## src/rtl/demultiplex.sv

```systemverilog
// demultiplex: routes tagged {addr, payload} words to N registered output slots.
// Ports: clk/rst, s_stb/s_dat/s_rdy (tagged input), m_stb/m_dat/m_rdy (per slot), err.
module demultiplex #(
  parameter int W = 8,
  parameter int N = 2,
  localparam int A = $clog2(N)
) (
  input  logic           clk,
  input  logic           rst,
  input  logic           s_stb,
  input  logic [A+W-1:0] s_dat,
  output logic           s_rdy,
  output logic [N-1:0]   m_stb,
  output logic [N*W-1:0] m_dat,
  input  logic [N-1:0]   m_rdy,
  output logic           err
);

  logic [A-1:0]   adr;
  logic [W-1:0]   pay;
  int unsigned    adr_u;
  logic           adr_ok;
  logic           slot_free;
  logic           acc;

  logic [N-1:0]   stb_q, stb_d;
  logic [N*W-1:0] dat_q, dat_d;
  logic           err_q, err_d;

  assign adr    = s_dat[A+W-1:W];
  assign pay    = s_dat[W-1:0];
  assign adr_u  = 32'(adr);
  assign adr_ok = adr_u < 32'(N);

  // Selected slot can take a word if empty or draining this cycle.
  always_comb begin
    slot_free = 1'b0;
    for (int k = 0; k < N; k++) begin
      if (adr_u == 32'(k)) begin
        slot_free = ~stb_q[k] | m_rdy[k];
      end
    end
  end

  // Out-of-range tags are always taken so they can be discarded.
  assign s_rdy = ~adr_ok | slot_free;
  assign acc   = s_stb & s_rdy;

  always_comb begin
    stb_d = stb_q & ~m_rdy;
    dat_d = dat_q;
    err_d = acc & ~adr_ok;
    for (int k = 0; k < N; k++) begin
      if (acc && adr_ok && adr_u == 32'(k)) begin
        stb_d[k]         = 1'b1;
        dat_d[k*W +: W]  = pay;
      end
    end
  end

  always_ff @(posedge clk) begin
    if (rst) begin
      stb_q <= '0;
      dat_q <= '0;
      err_q <= 1'b0;
    end else begin
      stb_q <= stb_d;
      dat_q <= dat_d;
      err_q <= err_d;
    end
  end

  assign m_stb = stb_q;
  assign m_dat = dat_q;
  assign err   = err_q;

endmodule

```

## config.mk

```make
export PLATFORM = sky130hd
export DESIGN_NAME = demultiplex
export DESIGN_NICKNAME = d
export VERILOG_FILES = /design/src/rtl/demultiplex.sv
export SDC_FILE = /design/constraint.sdc
export NUM_CORES = 1
export LEC_CHECK = 0
export CAP_MARGIN = 20
export CORE_AREA = 2 2 48 50
export DETAILED_ROUTE_END_ITERATION = 6
export DIE_AREA = 0 0 50 52
export PLACE_DENSITY = 0.73
export SLEW_MARGIN = 0
export SYNTH_ARGS = -nofsm -noshare
export SYNTH_HDL_FRONTEND = slang
export SYNTH_SLANG_ARGS = --single-unit
```

## constraint.sdc

```tcl
create_clock -name clk -period 1.16 [get_ports clk]
set_input_delay 0.232 -clock clk [delete_from_list [all_inputs] [get_ports clk]]
set_output_delay 0.232 -clock clk [all_outputs]
set_load 0.01 [all_outputs]
```

==> results.tsv, run 1 <==
stage	metric	value	unit
grt	Remaining Overflow, GRT	0	
pwr	Power Total	0.001273	W
critical_path	crit start category	register	
critical_path	Crit Path Class	register to output port	
synthesis	Post-Syn Area per Cell	10.76	µm²
grt	initial antenna violation count	0	
timing	RSZ-0062 raised after global routing	true	
final_layout	layout cells sized above 1	29.73	%
synthesis	Synth Instances	72	
timing	fin crit period	1.329	ns
critical_path	worst flop-to-flop path endpoint	m_dat[1]	
critical_path	Arr. time, crit path	1.10	ns
synthesis	Ys Warns	0	
grt	grt peak-use layer	met2	
critical_path	R2R cell count	5	
drt	DR WL/cell	11.47	µm
clocking	hold buffer count at CTS	0	
drt	Iteration-0 DRC Markers	5	
timing	setup violators final	7	
min_path	hold_sp	m_rdy[1]	
run_status	violated checks	negative setup slack	
clocking	CTS sink count	18	
drt	post-DR vias/cell	4.547	
critical_path	Worst path max stage delay	0.36	ns
grt	GRT met3 Usage	2.874	%
min_path	WHS Path Cells	4	
floorplan	Initial Util	36.78	%
timing	Max Slew Vio Count	0	
synthesis	synth unique cells	14	
synthesis	Adder-Cell Fraction of Synth Area	0	%
clocking	CTS root buf	clkbuf_4	
grt	met2 Usage GRT	23.25	%
final_layout	Post-Route Utilization	54.25	%
floorplan	Die W	50	µm
synthesis	Synth Net Count	86	
run_status	run status	complete, but fails checks	
critical_path	Critical Path Slowest Stage Cell	dfxtp_2	
final_layout	diode count	0	
placement	HPWL Detailed	1197	µm
floorplan	die area	2600	µm²
synthesis	Post-Syn Area	774.5	µm²
synthesis	post-synthesis sequential area ratio	46.53	%
drt	remaining antenna violation count	0	
floorplan	total I/O pin count	34	
floorplan	Vert. Die Dim	52	µm
clocking	Clk pin slew, worst setup/hold paths	0.11	ns
synthesis	proportion of synthesized area in mux cells	22.13	%
synthesis	largest family of logic cells by synthesized area	simple AND/OR/NAND/NOR gates	
min_path	sink of the worst hold path	m_stb[1]	
final_layout	P&R area growth vs syn	47.50	%
clocking	insertion delay to the later sink of the worst-skew pair	0.29	ns
grt	number of global-route vias before repair	631	
critical_path	cells along the critical path	nand2b_4 > mux2_4 > buf_6	
placement	# port buffers	32	
critical_path	reg2reg setup slack	-0.03	ns
timing	hold slack	0.3375	ns
synthesis	Simple-Gate Fraction of Synth Area	26.17	%
critical_path	crit end category	output port	
clocking	H-tree levels	1	
grt	met1 Usage GRT	16.85	%
timing	final setup margin	-0.1688	ns
critical_path	Crit Path Max Fanout	2	
grt	first-pass GRT wire length	2732	µm
drt	total wire length	1594	µm
floorplan	# rows	17	
pwr	ratio of total power to cell area	1114	nW/µm²
critical_path	reg2reg start	m_stb[0]	
critical_path	CP Launch Point	m_stb[0]	
drt	Vias	632	
clocking	CTS Buf Count	3	
grt	pin count of the biggest net entering global routing	14	
drt	First-pass DRT Iterations	2	
clocking	Clock Tree Buf Depth	2	
min_path	Worst Hold Class	primary input to register	
pwr	Peak VDD IR	0.7307	mV
timing	highest clock rate	752.6	MHz
placement	Placer Congestion	0.7033	
timing	Layout Skew	0.006497	ns
floorplan	Core Footprint	2106	µm²
pwr	leakage power	0.5344	nW
drt	DRC viols	0	
clocking	CTS tree	done	
critical_path	required time of the critical path	0.93	ns
synthesis	Synth Area in Compound Gates	1.292	%
grt	GRT Resource Usage Total	13.89	%
placement	pre-CTS setup slack	-0.5959	ns
job	# Max-Cap Violations	0	
timing	final count of hold timing violations	0	
synthesis	#FFs+latches synth	18	
synthesis	area share of xor/xnor cells in the synthesized design	0	%
timing	fin crit share	114.6	%
final_layout	Final nets	126	
[cell usage after synthesis, drive strengths merged]
cell type,n,area [µm²]
buf,2,18.77
clkbuf,2,7.510
nand3,1,10.01
nand3b,1,7.510
and3,1,6.260
a21oi,2,10.01
dfxtp,18,360.4
nand2b,26,170.2
and3b,1,8.760
mux2i,16,160.2
mux2,1,11.26
conb,1,3.750
[metrics by stage]
stage	TNS (ns)	cells	area (µm²)
2_1_floorplan	0	72	774.5
3_3_place_gp	-5.390	135	1169
3_5_place_dp	-5.657	135	1169
4_1_cts	-0.2449	138	1161
5_1_grt	-0.6863	139	1142
6_report	-0.2884	139	1142
[placed cells by master (no fill, tap or decap)]
cell type / count
clkbuf_2: 14
and3_1: 1
dlygate4sd2_1: 2
dfxtp_2: 2
nand2b_1: 24
mux2i_1: 16
dfxtp_1: 16
buf_4: 6
dlymetal6s2s_1: 1
a21oi_1: 2
clkdlybuf4s50_1: 10
buf_6: 2
mux2_4: 1
nand3b_1: 1
conb_1: 1
nand2b_4: 2
nand3_2: 1
and3b_2: 1
clkdlybuf4s15_1: 4
clkbuf_4: 3
clkbuf_8: 1
[worst max-delay path by stage]
stage / to / slack, ns / cells after the start
after CTS: s_rdy / -0.24 / 4
final: s_rdy / -0.17 / 3
after floorplan: m_dat[0] / 0.16 / 4
after global routing: s_rdy / -0.22 / 3
after global placement: s_rdy / -0.58 / 3
after detailed placement: s_rdy / -0.60 / 3
[per-layer routing]
| metal | part of all wire (%) | vias up |
|---|---|---|
| met5 | 0 | - |
| met4 | 0.75 | 0 |
| met3 | 5.5 | 2 |
| met2 | 53 | 19 |
| met1 | 41 | 293 |
| li1 | - | 318 |
[state kept, by name, indices dropped and copies added, names as in the netlist]
name   flops
m_dat     16
m_stb      2
[critical path, delay by kind of cell (launching register included)]
kind / cells / cell delay (ns)
flops: 1 / 0.36
buf+inv: 1 / 0.12
mux: 1 / 0.27
simple gates: 1 / 0.06
[power by group]
group / internal, W / switching [W] / total [W]
combinational: 0.000128 / 0.0000879 / 0.000215
sequential: 0.000652 / 0.0000187 / 0.000670
clock: 0.000191 / 0.000196 / 0.000387
total: 0.000970 / 0.000303 / 0.00127
[area by class of cell]
type | instances | area, µm²
clock buffer | 4 | 36.28
fill | 202 | 963.4
multi-input combinational | 50 | 400.4
sequential | 18 | 362.8
tap | 28 | 35.03
timing repair buffer | 39 | 307.8
[cells by family (layout without fill, tap and decap cells)]
logic type | count (synthesis) | in the layout
AOI/OAI and AO/OA | 2 | 2
DFF | 18 | 18
muxes | 17 | 17
buffers and inverters | 4 | 43
other | 1 | 1
and+or+nand+nor | 30 | 30
[what timing repair did]
action / CTS / global route
gates resized for setup: 29 / 35
buffers inserted: 1 / 1
pin swaps: 0 / 0
setup endpoints to repair: 25 / 30
(Power assumes the default switching activity.)
==> run 2, diff against run 1 <==
--- a/config.mk
+++ b/config.mk
@@ -6,9 +6,9 @@
 export NUM_CORES = 1
 export LEC_CHECK = 0
 export CAP_MARGIN = 20
-export CORE_AREA = 2 2 48 50
+export CORE_AREA = 3 3 49 51
 export DETAILED_ROUTE_END_ITERATION = 6
-export DIE_AREA = 0 0 50 52
+export DIE_AREA = 0 0 52 54
 export PLACE_DENSITY = 0.73
 export SLEW_MARGIN = 0
 export SYNTH_ARGS = -nofsm -noshare
==> constraint.sdc (replaced) <==
create_clock -name clk -period 1.16 [get_ports clk]
set_input_delay 0.232 -clock clk [delete_from_list [all_inputs] [get_ports clk]]
set_output_delay 0.232 -clock clk [all_outputs]
set_load 0.005 [all_outputs]
==> run 2 against run 1 <==
  * Critical endpoint unchanged
  * The flow still finishes with violations (negative setup slack)
  * Register-to-register slack improved by 0.08 ns
  * Largest power group unchanged
  * Worst hold slack improved by 0.068 ns
  * Largest cell class unchanged
  * Fmax rose by 0.41%
  * Highest routed layer unchanged
  * Sequential share of layout area shrank 1.5 points
  * Wire length is 0.82% higher
==> results.tsv, run 2 (same netlist as run 1, synthesis figures left out) <==
stage	metric	value	unit	change
grt	initial antenna violation count	0		unchanged
floorplan	# rows	16		-1
timing	RSZ-0062 raised after global routing	true		
floorplan	Initial Util	39.08	%	+2.3 points
drt	Iteration-0 DRC Markers	5		unchanged
final_layout	P&R area growth vs syn	61.87	%	
grt	number of global-route vias before repair	614		-2.7%
final_layout	commonest non-fill, non-tap cells in the layout	24 x nand2b_1, 19 x dlygate4sd2_1, 16 x mux2i_1		
clocking	CTS tree	done		
critical_path	Crit Path Class	register to output port		
clocking	CTS Buf Count	3		unchanged
run_status	violated checks	negative setup slack		
clocking	H-tree levels	1		unchanged
job	# Max-Cap Violations	0		unchanged
critical_path	Arr. time, crit path	1.09	ns	about the same
grt	first-pass GRT wire length	2677	µm	-2.0%
drt	DR WL/cell	11.40	µm	-0.61%
timing	fin crit period	1.323	ns	-0.005369 ns
placement	placed insts	133		-1.5%
critical_path	required time of the critical path	0.93	ns	about the same
timing	Layout Skew	0.002127	ns	-0.004370 ns
drt	post-DR vias/cell	4.511		-0.79%
clocking	Clk pin slew, worst setup/hold paths	0.10	ns	about the same
clocking	Clock Tree Buf Depth	2		unchanged
critical_path	CP Launch Point	m_stb[0]		
grt	GRT Resource Usage Total	13.00	%	-0.89 points
pwr	Peak VDD IR	0.6542	mV	-10%
placement	# port buffers	32		unchanged
timing	Max Slew Vio Count	0		unchanged
placement	pre-CTS setup slack	-0.5590	ns	+0.03687 ns
min_path	Worst Hold Class	primary input to register		
timing	hold slack	0.4056	ns	+0.06813 ns
critical_path	crit start category	register		
drt	total wire length	1607	µm	+0.82%
critical_path	CP bufs+invs	1		unchanged
floorplan	total I/O pin count	34		unchanged
floorplan	Vert. Die Dim	54	µm	+3.8%
grt	pin count of the biggest net entering global routing	27		+13
pwr	ratio of total power to cell area	1024	nW/µm²	-8.1%
floorplan	die area	2808	µm²	+8.0%
clocking	CTS root buf	clkbuf_4		
floorplan	Core Footprint	1982	µm²	-5.9%
critical_path	cells along the critical path	nand2b_4 > mux2_4 > buf_6		
placement	HPWL Detailed	1175	µm	-1.8%
critical_path	reg2reg start	m_stb[1]		
drt	Vias	636		+0.63%
final_layout	layout cells sized above 1	31.58	%	+1.8 points
timing	final setup margin	-0.1634	ns	+0.005369 ns
placement	Placer Congestion	0.6966		-0.95%
timing	setup violators final	1		-6
grt	Remaining Overflow, GRT	0		unchanged
critical_path	Critical Path Slowest Stage Cell	dfxtp_2		
pwr	leakage power	0.6259	nW	+17%
final_layout	Final nets	129		+2.4%
timing	final count of hold timing violations	0		unchanged
final_layout	max FFs per register	16		unchanged
timing	fin crit share	114.1	%	-0.46 points
drt	First-pass DRT Iterations	4		+2
clocking	insertion delay to the later sink of the worst-skew pair	0.29	ns	about the same
critical_path	crit end category	output port		
final_layout	commonest non-fill, non-tap cell in the layout	nand2b_1		
clocking	CTS sink count	18		unchanged
final_layout	diode count	0		unchanged
timing	setup TNS	-0.1634	ns	+0.1250 ns
floorplan	Die W	52	µm	+4.0%
drt	DRC viols	0		unchanged
min_path	hold_sp	s_stb		
timing	highest clock rate	755.6	MHz	+0.41%
drt	remaining antenna violation count	0		unchanged
critical_path	Worst path max stage delay	0.36	ns	about the same
final_layout	post-route insts no fill	141		+1.4%
critical_path	Crit Path Max Fanout	2		unchanged
run_status	run status	complete, but fails checks		
critical_path	cell family with most CP delay	flip-flops		
[run 2: layout make-up]
class | count | area [µm²]
flip-flops and latches | 18 | 379.1
repair buffers | 42 | 396.6
fillers | 165 | 728.2
clock buffers | 4 | 36.28
multi-input cells | 50 | 407.9
well taps | 27 | 33.78
[run 2: worst min-delay path: cells and delay by family]
family,cells,cell delay [ns]
buf+inv,1,0.18
simple gates,1,0.18
compound gates,1,0.08
[run 2: what timing repair did]
action	4_1_cts	5_1_grt
resized for setup	45	7
hold buffers	0	0
setup endpoints to repair	24	14
pin swaps	0	1
setup buffers	3	2
[run 2: path summary, 6_finish.rpt]
check	to	slack (ns)	cells after the start
worst max-delay path	s_rdy	-0.16	3
worst min-delay path	m_stb[1]	0.41	3
worst max register to register	m_dat[12]	0.05	5
worst min register to register	m_dat[5]	0.47	2
[run 2: metrics by stage]
| stage | instance area [µm²] | util, % | power [W] |
|---|---|---|---|
| 2_1_floorplan | 774.5 | - | 0.0007752 |
| 3_5_place_dp | 1160 | 58.52 | 0.0009163 |
| 3_3_place_gp | 1160 | 58.52 | 0.0009135 |
| 4_1_cts | 1231 | 62.12 | 0.001298 |
| 5_1_grt | 1254 | 63.26 | 0.001344 |
| 6_report | 1254 | 63.26 | 0.001284 |
[run 2: power by group]
part           internal [W]  switching, W
combinational      0.000147     0.0000802
sequential         0.000656     0.0000169
clock              0.000191      0.000193
total              0.000994      0.000290
[run 2: per-layer routing]
metal / vias up / global-route usage, % / routed length, µm
li1: 322 / - / -
met5: - / 0 / 0
met1: 289 / 14.02 / 678
met4: 0 / 6.550 / 19
met2: 21 / 22.59 / 791
met3: 4 / 4.432 / 117
==> run 3, diff against run 2 <==
--- a/config.mk
+++ b/config.mk
@@ -6,10 +6,11 @@
 export NUM_CORES = 1
 export LEC_CHECK = 0
 export CAP_MARGIN = 20
-export CORE_AREA = 3 3 49 51
+export CORE_AREA = 3 3 51 53
+export CTS_BUF_LIST = sky130_fd_sc_hd__clkbuf_16
 export DETAILED_ROUTE_END_ITERATION = 6
-export DIE_AREA = 0 0 52 54
-export PLACE_DENSITY = 0.73
+export DIE_AREA = 0 0 54 56
+export PLACE_DENSITY = 0.7
 export SLEW_MARGIN = 0
 export SYNTH_ARGS = -nofsm -noshare
 export SYNTH_HDL_FRONTEND = slang
==> constraint.sdc (replaced) <==
create_clock -name clk -period 1.1 [get_ports clk]
set_input_delay 0.22 -clock clk [delete_from_list [all_inputs] [get_ports clk]]
set_output_delay 0.22 -clock clk [all_outputs]
set_load 0.005 [all_outputs]
==> run 3 against run 2 <==
  * The flow still finishes with violations (negative setup slack)
  * Critical path type unchanged
  * Register-to-register slack lost 0.17 ns
  * Worst setup slack gained 0.023 ns
  * Cell area grew 1.4%
  * Via count shrank 0.63%
  * Critical path depth is the same
  * Total power grew 29%
  * Clock power grew 84%
  * Sequential power grew 5.1%
  * First-iteration DRC count grew 40%
  * Combinational power grew 5%
  * Highest routed layer unchanged
  * Flip-flop and latch count is the same
==> results.tsv, run 3 (same netlist as run 1, synthesis figures left out) <==
stage	metric	value	unit	change
timing	Max Slew Vio Count	0		unchanged
pwr	Seq pwr share	42.8	%	-9.6 points
clocking	CTS sink count	18		unchanged
min_path	WHS Path Cells	2		-1
grt	initial antenna violation count	0		unchanged
critical_path	Arr. time, crit path	1.02	ns	-0.07 ns
timing	setup violators final	7		+6
final_layout	commonest non-fill, non-tap cells in the layout	24 x nand2b_1, 22 x dlygate4sd2_1, 16 x mux2i_1, 16 x dfxtp_1, 9 x clkdlybuf4s50_1		
critical_path	worst flop-to-flop path endpoint	m_dat[1]		
critical_path	R2R cell count	6		+1
final_layout	P&R area growth vs syn	64.14	%	
run_status	violated checks	negative setup slack		
timing	final count of hold timing violations	0		unchanged
grt	first-pass GRT wire length	2697	µm	+0.75%
clocking	CTS Buf Count	3		unchanged
timing	hold slack	0.4686	ns	+0.06303 ns
final_layout	layout cells sized above 1	17.86	%	-14 points
run_status	run status	complete, but fails checks		
pwr	Clk pwr share	42.8	%	+13 points
floorplan	Core Footprint	2191	µm²	+11%
timing	RSZ-0062 raised after global routing	true		
timing	fin crit share	112.8	%	
clocking	CTS tree	done		
clocking	Clk pin slew, worst setup/hold paths	0.05	ns	-0.05 ns
placement	HPWL Detailed	1302	µm	+11%
drt	First-pass DRT Iterations	3		-1
pwr	ratio of total power to cell area	1300	nW/µm²	+27%
critical_path	reg2reg setup slack	-0.12	ns	-0.17 ns
drt	DR WL/cell	12.56	µm	+10%
grt	number of global-route vias before repair	601		-2.1%
grt	GRT Resource Usage Total	11.68	%	-1.3 points
grt	Remaining Overflow, GRT	0		unchanged
drt	Vias	632		-0.63%
timing	setup TNS	-0.7699	ns	-0.6065 ns
floorplan	die area	3024	µm²	+7.7%
final_layout	commonest non-fill, non-tap cell in the layout	nand2b_1		
final_layout	max FFs per register	16		unchanged
drt	DRC viols	0		unchanged
placement	placed insts	134		+0.75%
pwr	switch share	19.98	%	-2.6 points
min_path	hold_sp	m_dat[7]		
critical_path	crit end category	output port		
floorplan	total I/O pin count	34		unchanged
pwr	leakage power	0.6145	nW	-1.8%
pwr	Peak VDD IR	0.6167	mV	-5.7%
grt	pin count of the biggest net entering global routing	27		unchanged
critical_path	Crit Path Max Fanout	2		unchanged
floorplan	Vert. Die Dim	56	µm	+3.7%
final_layout	post-route insts no fill	140		-0.71%
min_path	Worst Hold Class	register to register		
clocking	hold buffer count at CTS	0		unchanged
floorplan	Die W	54	µm	+3.8%
critical_path	Crit Path Class	register to output port		
critical_path	reg2reg start	m_stb[0]		
clocking	H-tree levels	1		unchanged
critical_path	crit start category	register		
job	# Max-Cap Violations	0		unchanged
drt	post-DR vias/cell	4.514		about the same
clocking	insertion delay to the later sink of the worst-skew pair	0.24	ns	-0.05 ns
clocking	Clock Tree Buf Depth	2		unchanged
placement	Placer Congestion	0.6229		-11%
final_layout	diode count	0		unchanged
timing	fin crit period	1.240	ns	
critical_path	required time of the critical path	0.88	ns	-0.05 ns
placement	pre-CTS setup slack	-0.6252	ns	-0.06623 ns
drt	remaining antenna violation count	0		unchanged
drt	total wire length	1759	µm	+9.5%
placement	# port buffers	32		unchanged
pwr	Internal Dissipation	0.001322	W	+33%
timing	Layout Skew	0.001033	ns	-0.001093 ns
pwr	Psw	0.0003302	W	+14%
timing	highest clock rate	806.1	MHz	
final_layout	Final nets	127		-1.6%
floorplan	# rows	17		+1
clocking	CTS root buf	clkbuf_16		
pwr	combinational power share	14.4	%	-3.3 points
timing	final setup margin	-0.1405	ns	+0.02295 ns
min_path	sink of the worst hold path	m_dat[7]		
floorplan	Initial Util	35.35	%	-3.7 points
drt	Iteration-0 DRC Markers	7		+2
## run 3: final cells by class
class                           count  area, µm²
Clock inverter                      1      3.754
Fill cell                         195      919.6
Multi-Input combinational cell     50      412.9
Tap cell                           28      35.03
Sequential cell                    18      362.8
Clock buffer                        3      75.07
Timing Repair Buffer               40      381.6
## run 3: power groups by stage
stage / Sequential (W) / Combinational (W) / Clock (W)
after floorplan: 0.000722 / 0.0000955 / 0
after global placement: 0.000719 / 0.000244 / 0
after detailed placement: 0.000721 / 0.000248 / 0
after CTS: 0.000708 / 0.000228 / 0.000720
after global routing: 0.000711 / 0.000257 / 0.000749
final: 0.000707 / 0.000238 / 0.000707
## run 3: metal layers
layer  GRT usage, %  vias up  wire length, µm
li1               -      320                -
met1          14.22      288              777
met2          18.69       22              859
met3          2.145        2               94
met4          6.406        0               27
met5              0        -                0
## run 3: worst max path at each step
stage,to,startpoint,depth (start not counted),slack [ns]
floorplan,m_dat[0],m_stb[0],4,0.14
global placement,s_rdy,s_dat[8],3,-0.59
detailed placement,s_rdy,m_rdy[1],4,-0.63
CTS,s_rdy,m_stb[0],3,-0.14
global route,s_rdy,m_stb[0],3,-0.16
finish,s_rdy,m_stb[0],3,-0.14
## run 3: critical path, stage by stage, from the launching register on
cell      delay (ns)
dfxtp_2         0.34
nand2b_4        0.06
mux2_4          0.27
buf_6           0.11
## run 3: what timing repair did
item	CTS	global route
endpoints found under the hold margin	0	0
endpoints found under the setup margin	34	7
gates resized for setup	33	5
pin swaps	1	1
gates cloned	0	0
setup buffers	0	2
## run 3: through the flow
| step | total power [W] | utilization, % | cell area (µm²) |
|---|---|---|---|
| 5_1_grt | 0.001717 | 58.02 | 1271 |
| 2_1_floorplan | 0.0008175 | - | 774.5 |
| 3_5_place_dp | 0.0009684 | 53.00 | 1161 |
| 3_3_place_gp | 0.0009627 | 53.00 | 1161 |
| 4_1_cts | 0.001656 | 56.14 | 1230 |
| 6_report | 0.001652 | 58.02 | 1271 |
==> RTL change: new RTL, flow settings as in run 3 <==
`W`: 8 -> 10.
--- a/src/rtl/demultiplex.sv
+++ b/src/rtl/demultiplex.sv
@@ -1,7 +1,7 @@
 // demultiplex: routes tagged {addr, payload} words to N registered output slots.
 // Ports: clk/rst, s_stb/s_dat/s_rdy (tagged input), m_stb/m_dat/m_rdy (per slot), err.
 module demultiplex #(
-  parameter int W = 8,
+  parameter int W = 10,
   parameter int N = 2,
   localparam int A = $clog2(N)
 ) (
Interface: changed (resized m_dat and s_dat); port bits go from 34 to 40. The function was not compared with the original's and may differ.
==> RTL change against run 3 <==
  * The flow still finishes with violations (negative setup slack)
  * First-iteration DRC count is 43% lower
  * Wire length is 6.4% higher
  * Critical path type unchanged
  * Sequential cell count is 4 higher
  * Area after synthesis is 24% higher
  * Design area is 17% higher
  * Sequential power is 22% higher
  * Clock skew hardly changed
  * Total power is 29% higher
  * Clock power is 41% higher
  * Setup slack worse by 0.022 ns
  * Worst hold slack worse by 0.0058 ns
  * Sequential share of layout area is 1.4 points higher
  * Core utilization is 9.6 points higher
  * Maximum frequency is 1.8% lower
==> RTL change: results (changes against run 3) <==
track_usage_pct: 14.5  # +2.8 points
tns_ns: -0.163  # +0.607 ns
ir_drop_v: 0.000955  # +55%
violations: "negative setup slack"
swShare_pct: 18.8  # -1.2 points
ys_top_cells_by_count: "nand2b_1 (30), dfxtp_1 (22), mux2i_1 (20), clkbuf_1 (3)"
final_cells: 157  # +12%
syn_inst: 89  # +24%
reg2reg_to: "m_dat[2]$_SDFFE_PP0P_"
place_area_um2: 1390  # +20%
hp-class: "in2reg"
pwr-share-clk_pct: 47.1  # +4.3 points
routed_via_density: 4.61  # +2.0%
drt_iter0_drc: 4  # -3
p_seq_mw: 0.861  # +22%
grt_pass1_vias: 728  # +21%
yosysSeqAreaShare_pct: 45.8  # -0.75 points
min_to: "m_stb[1]$_SDFF_PP0_"
place_ws_ns: -0.613  # +0.0120 ns
grt_pass1_wl_um: 3340  # +24%
fillerInstances: 200  # +2.6%
largest_register_ffs: 20  # +4
use_met3_pct: 4.29  # +2.1 points
max_freq_mhz: 792  # -1.8%
dp_hpwl_um: 1370  # +5.1%
worstHoldStart: "m_rdy[1]"
yosys-top-cells-area: "dfxtp_1 (46%), mux2i_1 (21%), nand2b_1 (20%), nand2b_4 (2.9%), buf_6 (2.3%)"
setup_ws_ns: -0.163  # -0.0223 ns
whs_path_depth: 4  # +2
setup_viol: 1  # -6
met1_usage_pct: 19.6  # +5.4 points
outcome: "complete, but fails checks"
p_leak_nw: 0.722  # +18%
RTL change: cell types whose count changed after synthesis:
| cell | before | now |
|---|---|---|
| clkbuf_1 | 2 | 3 |
| buf_4 | 1 | 2 |
| and3_1 | 1 | 0 |
| mux2i_1 | 16 | 20 |
| dfxtp_1 | 18 | 22 |
| nand3_2 | 1 | 0 |
| nand2b_4 | 1 | 2 |
| nand3_1 | 0 | 1 |
| buf_6 | 1 | 2 |
| nand2b_1 | 25 | 30 |
| and3_4 | 0 | 1 |
RTL change: cell families (layout without fill, tap and decap cells):
| group | Yosys count | count (layout) | synth area share [%] |
|---|---|---|---|
| AO/OA/AOI/OAI | 2 | 2 | 1.04 |
| multiplexers | 21 | 21 | 22.0 |
| AND/OR/NAND/NOR | 36 | 36 | 25.7 |
| buffers and inverters | 7 | 47 | 5.07 |
| other | 1 | 1 | 0.390 |
| flip-flops | 22 | 22 | 45.8 |
RTL change: cell type report:
type / count / area [um2] / area share [%]
clock buffer: 3 / 75.1 / 5.07
sequential: 22 / 443 / 29.9
multi-input combinational: 60 / 478 / 32.3
timing repair buffer: 43 / 420 / 28.4
tap: 28 / 35.0 / 2.36
clock inverter: 1 / 30.0 / 2.03
RTL change: per-layer routing:
metal | part of all wire [%] | up-vias
met3 | 7.8 | 2
met2 | 44 | 25
met4 | 0.53 | 0
met1 | 47 | 328
met5 | 0 | -
li1 | - | 368
RTL change: repair_timing:
action / CTS / global route
endpoints found under the setup margin: 45 / 12
pin swaps: 0 / 1
hold buffers: 0 / 0
resized for setup: 33 / 4
RTL change: worst min-delay path, stage by stage:
cell           delay [ns]
dlygate4sd2_1        0.20
nand2b_4             0.12
buf_6                0.09
a21oi_1              0.05
